**src/rtl/pipe_adder_pkg.sv**
```systemverilog
// -----------------------------------------------------------------------------
// pipe_adder_pkg
// Shared constants and helpers for the pipelined adder.
//   DEFAULT_WIDTH  : default operand/sum width in bits
//   DEFAULT_STAGES : default number of pipeline stages
//   chunk_width()  : bits added per stage (WIDTH / STAGES)
//   params_legal() : true when 1 <= STAGES <= WIDTH and STAGES divides WIDTH
// -----------------------------------------------------------------------------
package pipe_adder_pkg;

    localparam int DEFAULT_WIDTH  = 8;
    localparam int DEFAULT_STAGES = 2;

    // Guarded against STAGES=0 so an illegal configuration reaches the
    // elaboration check instead of failing on a divide by zero.
    function automatic int chunk_width(input int width, input int stages);
        return (stages > 0) ? (width / stages) : 1;
    endfunction

    function automatic bit params_legal(input int width, input int stages);
        return (stages >= 1) && (stages <= width) && (stages > 0) && ((width % stages) == 0);
    endfunction

endpackage

```
**src/rtl/pipe_adder_stage.sv**
```systemverilog
// -----------------------------------------------------------------------------
// pipe_adder_stage
// One pipeline stage: adds chunk IDX (CW bits, LSB-first numbering) of the
// operands with the incoming carry and registers the result together with the
// full operands and the partially built sum.
//   clk, rst         : clock, asynchronous active-high reset
//   load             : stage register may capture this cycle (empty or draining)
//   up_valid         : upstream holds a valid operand set
//   a_in, b_in       : operands travelling down the pipe
//   sum_in, c_in     : lower sum bits and carry produced by earlier stages
//   valid            : this stage holds a valid entry
//   a_q, b_q         : registered operands
//   sum_q, c_q       : registered sum (chunks 0..IDX filled) and chunk carry-out
// -----------------------------------------------------------------------------
module pipe_adder_stage
    import pipe_adder_pkg::*;
#(
    parameter int WIDTH = DEFAULT_WIDTH,
    parameter int CW    = chunk_width(DEFAULT_WIDTH, DEFAULT_STAGES),
    parameter int IDX   = 0
) (
    input  logic             clk,
    input  logic             rst,
    input  logic             load,
    input  logic             up_valid,
    input  logic [WIDTH-1:0] a_in,
    input  logic [WIDTH-1:0] b_in,
    input  logic [WIDTH-1:0] sum_in,
    input  logic             c_in,
    output logic             valid,
    output logic [WIDTH-1:0] a_q,
    output logic [WIDTH-1:0] b_q,
    output logic [WIDTH-1:0] sum_q,
    output logic             c_q
);

    localparam int LO = IDX * CW;

    logic [CW:0]      chunk;
    logic [WIDTH-1:0] sum_d;

    // NOTE: every variable gets a full default before any partial update, so
    // no path leaves it unassigned and no latch is inferred.
    always_comb begin
        chunk = {1'b0, a_in[LO +: CW]} + {1'b0, b_in[LO +: CW]} + {{CW{1'b0}}, c_in};
        sum_d = sum_in;
        sum_d[LO +: CW] = chunk[CW-1:0];
    end

    // NOTE: the data registers are reset along with the valid bit so the
    // visible sum/cout/ovf read zero during reset, not just out_valid.
    always_ff @(posedge clk or posedge rst) begin
        if (rst) begin
            // NOTE: sequential state uses non-blocking assignments so every
            // stage samples its upstream's pre-edge value.
            valid <= 1'b0;
            a_q   <= '0;
            b_q   <= '0;
            sum_q <= '0;
            c_q   <= 1'b0;
        end else if (load) begin
            // An empty upstream loads a bubble; data is left as-is since it
            // is never observed without its valid bit.
            valid <= up_valid;
            if (up_valid) begin
                a_q   <= a_in;
                b_q   <= b_in;
                sum_q <= sum_d;
                c_q   <= chunk[CW];
            end
        end
    end

endmodule

```
**src/rtl/pipe_adder.sv**
```systemverilog
// -----------------------------------------------------------------------------
// pipe_adder
// Valid/ready pipelined adder: sum = (a + b + cin) mod 2^WIDTH, cout = carry
// out of bit WIDTH-1. The add is split into STAGES chunks of WIDTH/STAGES bits,
// one chunk per stage, LSB first. Latency STAGES cycles, one result per cycle,
// per-stage bubble collapse.
//   clk, rst             : clock, asynchronous active-high reset
//   in_valid, in_ready   : operand handshake
//   a, b, cin            : unsigned operands and carry-in
//   out_valid, out_ready : result handshake
//   sum, cout            : result
//   ovf                  : signed overflow flag, present only when the macro
//                          PIPE_ADDER_OVF_EN is defined
// -----------------------------------------------------------------------------
module pipe_adder
    import pipe_adder_pkg::*;
#(
    parameter int WIDTH  = DEFAULT_WIDTH,
    parameter int STAGES = DEFAULT_STAGES
) (
    input  logic             clk,
    input  logic             rst,
    input  logic             in_valid,
    output logic             in_ready,
    input  logic [WIDTH-1:0] a,
    input  logic [WIDTH-1:0] b,
    input  logic             cin,
    output logic             out_valid,
    input  logic             out_ready,
    output logic [WIDTH-1:0] sum,
    output logic             cout
`ifdef PIPE_ADDER_OVF_EN
    ,
    output logic             ovf
`endif
);

    localparam int CW = chunk_width(WIDTH, STAGES);

    if (!params_legal(WIDTH, STAGES)) begin : g_illegal_params
        $error("pipe_adder: illegal WIDTH=%0d / STAGES=%0d", WIDTH, STAGES);
    end

    // Index 0 is the block input; index k+1 is the output of stage k.
    logic             valid_p [STAGES+1];
    logic [WIDTH-1:0] a_p     [STAGES+1];
    logic [WIDTH-1:0] b_p     [STAGES+1];
    logic [WIDTH-1:0] sum_p   [STAGES+1];
    logic             c_p     [STAGES+1];

    logic [STAGES-1:0] stage_valid;
    logic [STAGES-1:0] stage_load;

    // A stage may load when it is empty or when its downstream takes its
    // entry this cycle; the chain starts at out_ready and never sees in_valid.
    function automatic logic [STAGES-1:0] load_chain(input logic [STAGES-1:0] v,
                                                     input logic              down_ready);
        logic [STAGES-1:0] ld;
        ld = '0;
        ld[STAGES-1] = !v[STAGES-1] || down_ready;
        for (int k = STAGES - 2; k >= 0; k--) begin
            ld[k] = !v[k] || ld[k+1];
        end
        return ld;
    endfunction

    always_comb begin
        stage_load = load_chain(stage_valid, out_ready);
    end

    assign in_ready   = stage_load[0];

    assign valid_p[0] = in_valid;
    assign a_p[0]     = a;
    assign b_p[0]     = b;
    assign sum_p[0]   = '0;
    assign c_p[0]     = cin;

    for (genvar k = 0; k < STAGES; k++) begin : g_stage
        pipe_adder_stage #(
            .WIDTH (WIDTH),
            .CW    (CW),
            .IDX   (k)
        ) u_stage (
            .clk      (clk),
            .rst      (rst),
            .load     (stage_load[k]),
            .up_valid (valid_p[k]),
            .a_in     (a_p[k]),
            .b_in     (b_p[k]),
            .sum_in   (sum_p[k]),
            .c_in     (c_p[k]),
            .valid    (valid_p[k+1]),
            .a_q      (a_p[k+1]),
            .b_q      (b_p[k+1]),
            .sum_q    (sum_p[k+1]),
            .c_q      (c_p[k+1])
        );
        assign stage_valid[k] = valid_p[k+1];
    end

    assign out_valid = valid_p[STAGES];
    assign sum       = sum_p[STAGES];
    assign cout      = c_p[STAGES];

    // The final operands are only needed for the overflow sign test.
    logic unused_final_operands;
    assign unused_final_operands = ^{a_p[STAGES], b_p[STAGES]};

`ifdef PIPE_ADDER_OVF_EN
    // Same-sign operands whose sum has the opposite sign overflowed.
    assign ovf = (a_p[STAGES][WIDTH-1] == b_p[STAGES][WIDTH-1]) &&
                 (sum_p[STAGES][WIDTH-1] != a_p[STAGES][WIDTH-1]);
`endif

endmodule

```
**config.mk**
```make
export PLATFORM = sky130hd
export DESIGN_NAME = pipe_adder
export DESIGN_NICKNAME = d
export VERILOG_FILES = /design/src/rtl/pipe_adder_pkg.sv /design/src/rtl/pipe_adder_stage.sv /design/src/rtl/pipe_adder.sv
export SDC_FILE = /design/constraint.sdc
export NUM_CORES = 1
export LEC_CHECK = 0
export CORE_UTILIZATION = 51
export DETAILED_ROUTE_END_ITERATION = 6
export HOLD_SLACK_MARGIN = 0.06
export PLACE_DENSITY = 0.93
export SLEW_MARGIN = 20
export SYNTH_ARGS = -nofsm -noshare
export SYNTH_HDL_FRONTEND = slang
export SYNTH_SLANG_ARGS = --single-unit
```
**constraint.sdc**
```tcl
create_clock -name clk -period 2.8 [get_ports clk]
set_clock_uncertainty 0.2 [all_clocks]
set_input_delay 0.42 -clock clk [delete_from_list [all_inputs] [get_ports clk]]
set_output_delay 0.42 -clock clk [all_outputs]
set_load 0.05 [all_outputs]
```
# == After elaboration in Yosys (flattened, before gate mapping) ==
# Cells that the tools add are included.
# op_classes
mux,0
div,0
n_eq_ne,0
n_bitwise,0
addsub,4
order_cmp,0
reduce_logical,6
shifts,0
mul,0
# ops
op,count
adder 4 x 4 -> 5 bit,2
adder 5 x 1 -> 5 bit,2
AND reduction 2 bit,2
zero test 1 bit,2
logical OR 1 bit,2
# totals
reg_bits,32
inputBits,21
romBits,0
word_cells,18
n_memories,0
out_inout_bits,11
mem_bits_rw,0
latch_bits,0

# == Longest topological paths before layout ==
# logic_depth
word_depth,4
depth_mapped,6
mapped_depth_nobuf,6

# == By module ==
# Synthesis repeated with hierarchy kept, for this count alone.
# hier_totals
cells_unflattened,167
hier_area_um2,2268.4
# by_module_without_submodules
module,instances,cells_each,seq_area_each_um2,area_per_inst_um2
pipe_adder_stage (g_stage[1].u_stage),1,82,650.6,1126.1
pipe_adder_stage (g_stage[0].u_stage),1,82,650.6,1124.8
pipe_adder,1,3,0.0,17.5

# == Worst setup path before layout ==
# Ideal clock, no wire load.
# synth_path
path_kind,flip-flop to flip-flop
startpoint,register g_stage[1].u_stage.valid
endpoint,register g_stage[0].u_stage.sum_q[3]
path_slack_ps,791
t_required_ps,2505
t_arrival_ps,1714
period_less_slack_ps,2009
setup_ps,95
path_stages_with_launch,4
path_buffers,0
cell_sequence,dfrtp_1 > nand3b_1 > a21bo_2 > o31ai_1
# synth_between
elab_chain_cells,4
# synth_rtl
item,line,source
from (decl),pipe_adder_stage.sv:30,"output logic valid,"
from (signal assigned),pipe_adder_stage.sv:64,valid <= up_valid;
zero test 1 bit,pipe_adder.sv:60,ld[STAGES-1] = !v[STAGES-1] || down_ready;
logical OR 1 bit,pipe_adder.sv:60,
logical OR 1 bit,pipe_adder.sv:62,ld[k] = !v[k] || ld[k+1];
named net in_ready,pipe_adder.sv:24,"output logic in_ready,"
AND reduction 2 bit (no line),n/a,
to (signal assigned),pipe_adder_stage.sv:68,sum_q <= sum_d;
to (decl),pipe_adder_stage.sv:33,"output logic [WIDTH-1:0] sum_q,"
# The timed path passes the listed nets, and every way through them passes these cells.
# A chain may end at the register's enable or synchronous reset.

# == Final worst setup path ==
# layout_path
startpoint,register g_stage[1].u_stage.valid
endpoint,output port out_valid
# layout_lines
item,line,source
to (decl),pipe_adder.sv:28,"output logic out_valid,"
# No word-level cell between the ends.

==> results by group <==
STA
  – Fin. Hold Viols: 0
  – Slew Viols, Final: 0
  – # setup viols final: 0
  – Min Tclk post-route: 2.16 ns
  – Worst rel slew slack: 43.3%
  – Slew @ Worst Pin: 0.849 ns
  – RSZ-0062 raised after global routing: false
  – Period utilization: 77.1%
  – Fin Setup TNS: 0 ns
  – Fmax: 463 MHz

Power
  – PwrDens: 728 mW/mm^2
  – Leak: 0.719 nW
  – Maximum VDD drop: 0.529 mV
  – Net Sw Power: 0.000458 W
  – Switching Share: 39.3%
  – Reg power frac: 41.2%
  – Clk pwr share: 12.6%
  – Comb power frac: 46.3%
  – Cell-internal power: 0.000707 W
  – Power, Total: 0.00117 W

CTS
  – Cts hold-fix bufs: 0
  – # Post-CTS Setup Buffers: 0
  – Root Driver: clkbuf_4
  – Clock-pin slew on the worst setup and hold paths: 0.12 ns
  – Clk Latency, worst-skew pair: 0.31 ns
  – Htree depth: 1
  – Clock sink total: 24
  – CTS Buffer Depth: 2
  – CTS tree: yes
  – Post-CTS resize count: 0
  – CTS buffer count: 3

Flow run
  – Total of max-cap violations: 0

Worst setup path
  – CP Launch Type: flip-flop
  – Crit path DAT: 1.54 ns
  – Kind of critical path: flip-flop to output port
  – CP max-delay cell: clkdlybuf4s50_1
  – Critical Path End Type: output port
  – Delay-heaviest family, CP: buffers and inverters
  – Largest fanout on the critical path: 4
  – Bufs and invs on worst path: 1
  – Req. time, crit path: 2.18 ns
  – Worst path cell trace: clkdlybuf4s50_1
  – CP max stage delay: 0.82 ns

Layout
  – N_diodes: 0
  – Layout net count: 166
  – Area grow syn2layout: 30.5%
  – Proportion of layout cells with a drive suffix above 1: 16.5%
  – Post-Layout Cell Count: 161
  – Final instance area: 0.00160 mm^2

Detailed routing
  – DR top layer: met4
  – Drt drc: 0
  – Routed wire per std cell: 13.8 um
  – Routed WL: 2220 um
  – DR WL met2: 1190 um
  – Vias per cell: 5.52
  – DRT Pass-1 Iters: 4
  – Initial DRC count: 11
  – Post-detailed-route count of antenna-violating nets: 0
  – WL met3: 119 um
  – DR vias: 888
  – Met1 wire length: 886 um

GRT
  – Initial antenna violation count: 0
  – Largest net degree at the start of global routing: 25
  – Grt ovf: 0
  – First-pass GRT wire length: 3980 um
  – Vias in the first global route: 931
  – Overall Global Routing Usage: 20.8%

Logic synthesis
  – Synth Net Count: 130
  – Yosys warns: 0
  – Syn Area/Cell: 12.4 um^2
  – Area share of the largest cell type after synthesis: 49.0%
  – Synthesized area: 0.00123 mm^2
  – Synth top area cells: dfrtp_1 (49%), mux2_4 (7.3%), fa_1 (6.5%)
  – Yosys cell types: 25
  – Cell accounting for the most synthesized area: dfrtp_1
  – #FFs+latches synth: 24
  – Sequential cell area fraction in the yosys report: 49.0%
  – Cell count after synthesis: 99

Placed design
  – Area after DPL: 0.00158 mm^2
  – # port buffers: 31
  – GPL Wtd Cong: 0.848
  – Dpl cells: 158
  – Hpwl dp: 1770 um

Floorplanning
  – Cell Rows: 17
  – Chip Height: 51.0 um
  – DIE WIDTH: 51.0 um
  – Initial core utilization: 54.9%
  – IO Pins: 32
  – Core area: 0.00223 mm^2
  – Full die area: 0.00260 mm^2

Outcome
  – Status: complete, no violations

Hold path
  – Hold WC Path Type: flip-flop to flip-flop
==> layout make-up <==
type	instances	area [um^2]
clock buffers	3	22.5
fillers	154	633
inverters	10	37.5
multi-input cells	64	577
flip-flops and latches	24	601
well taps	28	35.0
repair buffers	32	328
==> metal layers <==
metal / vias up / track usage, %
li1: 413 / -
met1: 439 / 23.8
met2: 30 / 37.9
met3: 6 / 4.76
met4: 0 / 6.48
met5: - / 0
==> final timing paths <==
kind,cells past startpoint,slack (ns),from,endpoint
setup / recovery,1,0.64,g_stage[1].u_stage.valid,out_valid
hold / removal,1,0.32,g_stage[0].u_stage.sum_q[3],g_stage[1].u_stage.sum_q[3]
setup reg to reg,4,0.97,g_stage[0].u_stage.a_q[4],g_stage[1].u_stage.sum_q[5]
hold reg to reg,1,0.32,g_stage[0].u_stage.sum_q[3],g_stage[1].u_stage.sum_q[3]
max in group asynchronous,2,1.51,rst,g_stage[0].u_stage.a_q[4]
min in group asynchronous,2,0.36,rst,g_stage[1].u_stage.valid
==> power by group through the flow <==
stage	registers (W)	logic, W	clock network [W]
CTS	0.000481	0.000544	0.000149
finish	0.000479	0.000539	0.000147
global route	0.000493	0.000577	0.000163
global placement	0.000482	0.000528	0
detailed placement	0.000487	0.000544	0
floorplan	0.000661	0.000179	0
==> cell families after synthesis <==
logic type | Yosys count | synth area share, %
AOI/OAI and AO/OA | 23 | 11.0
xor gates and xnor gates | 2 | 1.43
adders and majority gates | 10 | 12.7
buffers and inverters | 11 | 3.98
DFF | 24 | 49.0
muxes | 13 | 13.8
and+or+nand+nor | 16 | 8.16
==> cells in the mapped netlist (all sizes together) <==
library cell	number
a21bo	1
o31ai	2
o21ai	9
nand2	4
nand2b	1
fa	4
a21boi	2
nor2b	3
inv	10
xor2	1
nand3b	1
buf	1
nand3	4
xnor2	1
and3b	2
ha	6
a31oi	1
nor3	1
dfrtp	24
mux2	13
a21oi	8
==> through the flow <==
step	worst slack, ns	utilization (%)	hold WS [ns]
2_1_floorplan	0.791	-	0.235
5_1_grt	0.592	71.7	0.346
4_1_cts	0.638	71.7	0.322
3_5_place_dp	0.516	70.6	0.295
3_3_place_gp	0.556	70.6	0.286
6_report	0.642	71.7	0.322
==> registers in the layout, indices dropped and copies added, names as in the netlist <==
register / cells
g_stage.u_stage.sum_q: 12
g_stage.u_stage.a_q: 4
g_stage.u_stage.b_q: 4
g_stage.u_stage.c_q: 2
g_stage.u_stage.valid: 2
==> cells in the final DEF (no fill, tap or decap), types with 4 or more instances in the layout <==
master            n
inv_1            10
dfrtp_1          24
clkdlybuf4s50_1  30
fa_1              4
mux2_4            6
o21ai_0           9
nand3_1           4
mux2_2            7
a21oi_1           7
ha_1              6
Power figures use the tool's default switching activity.
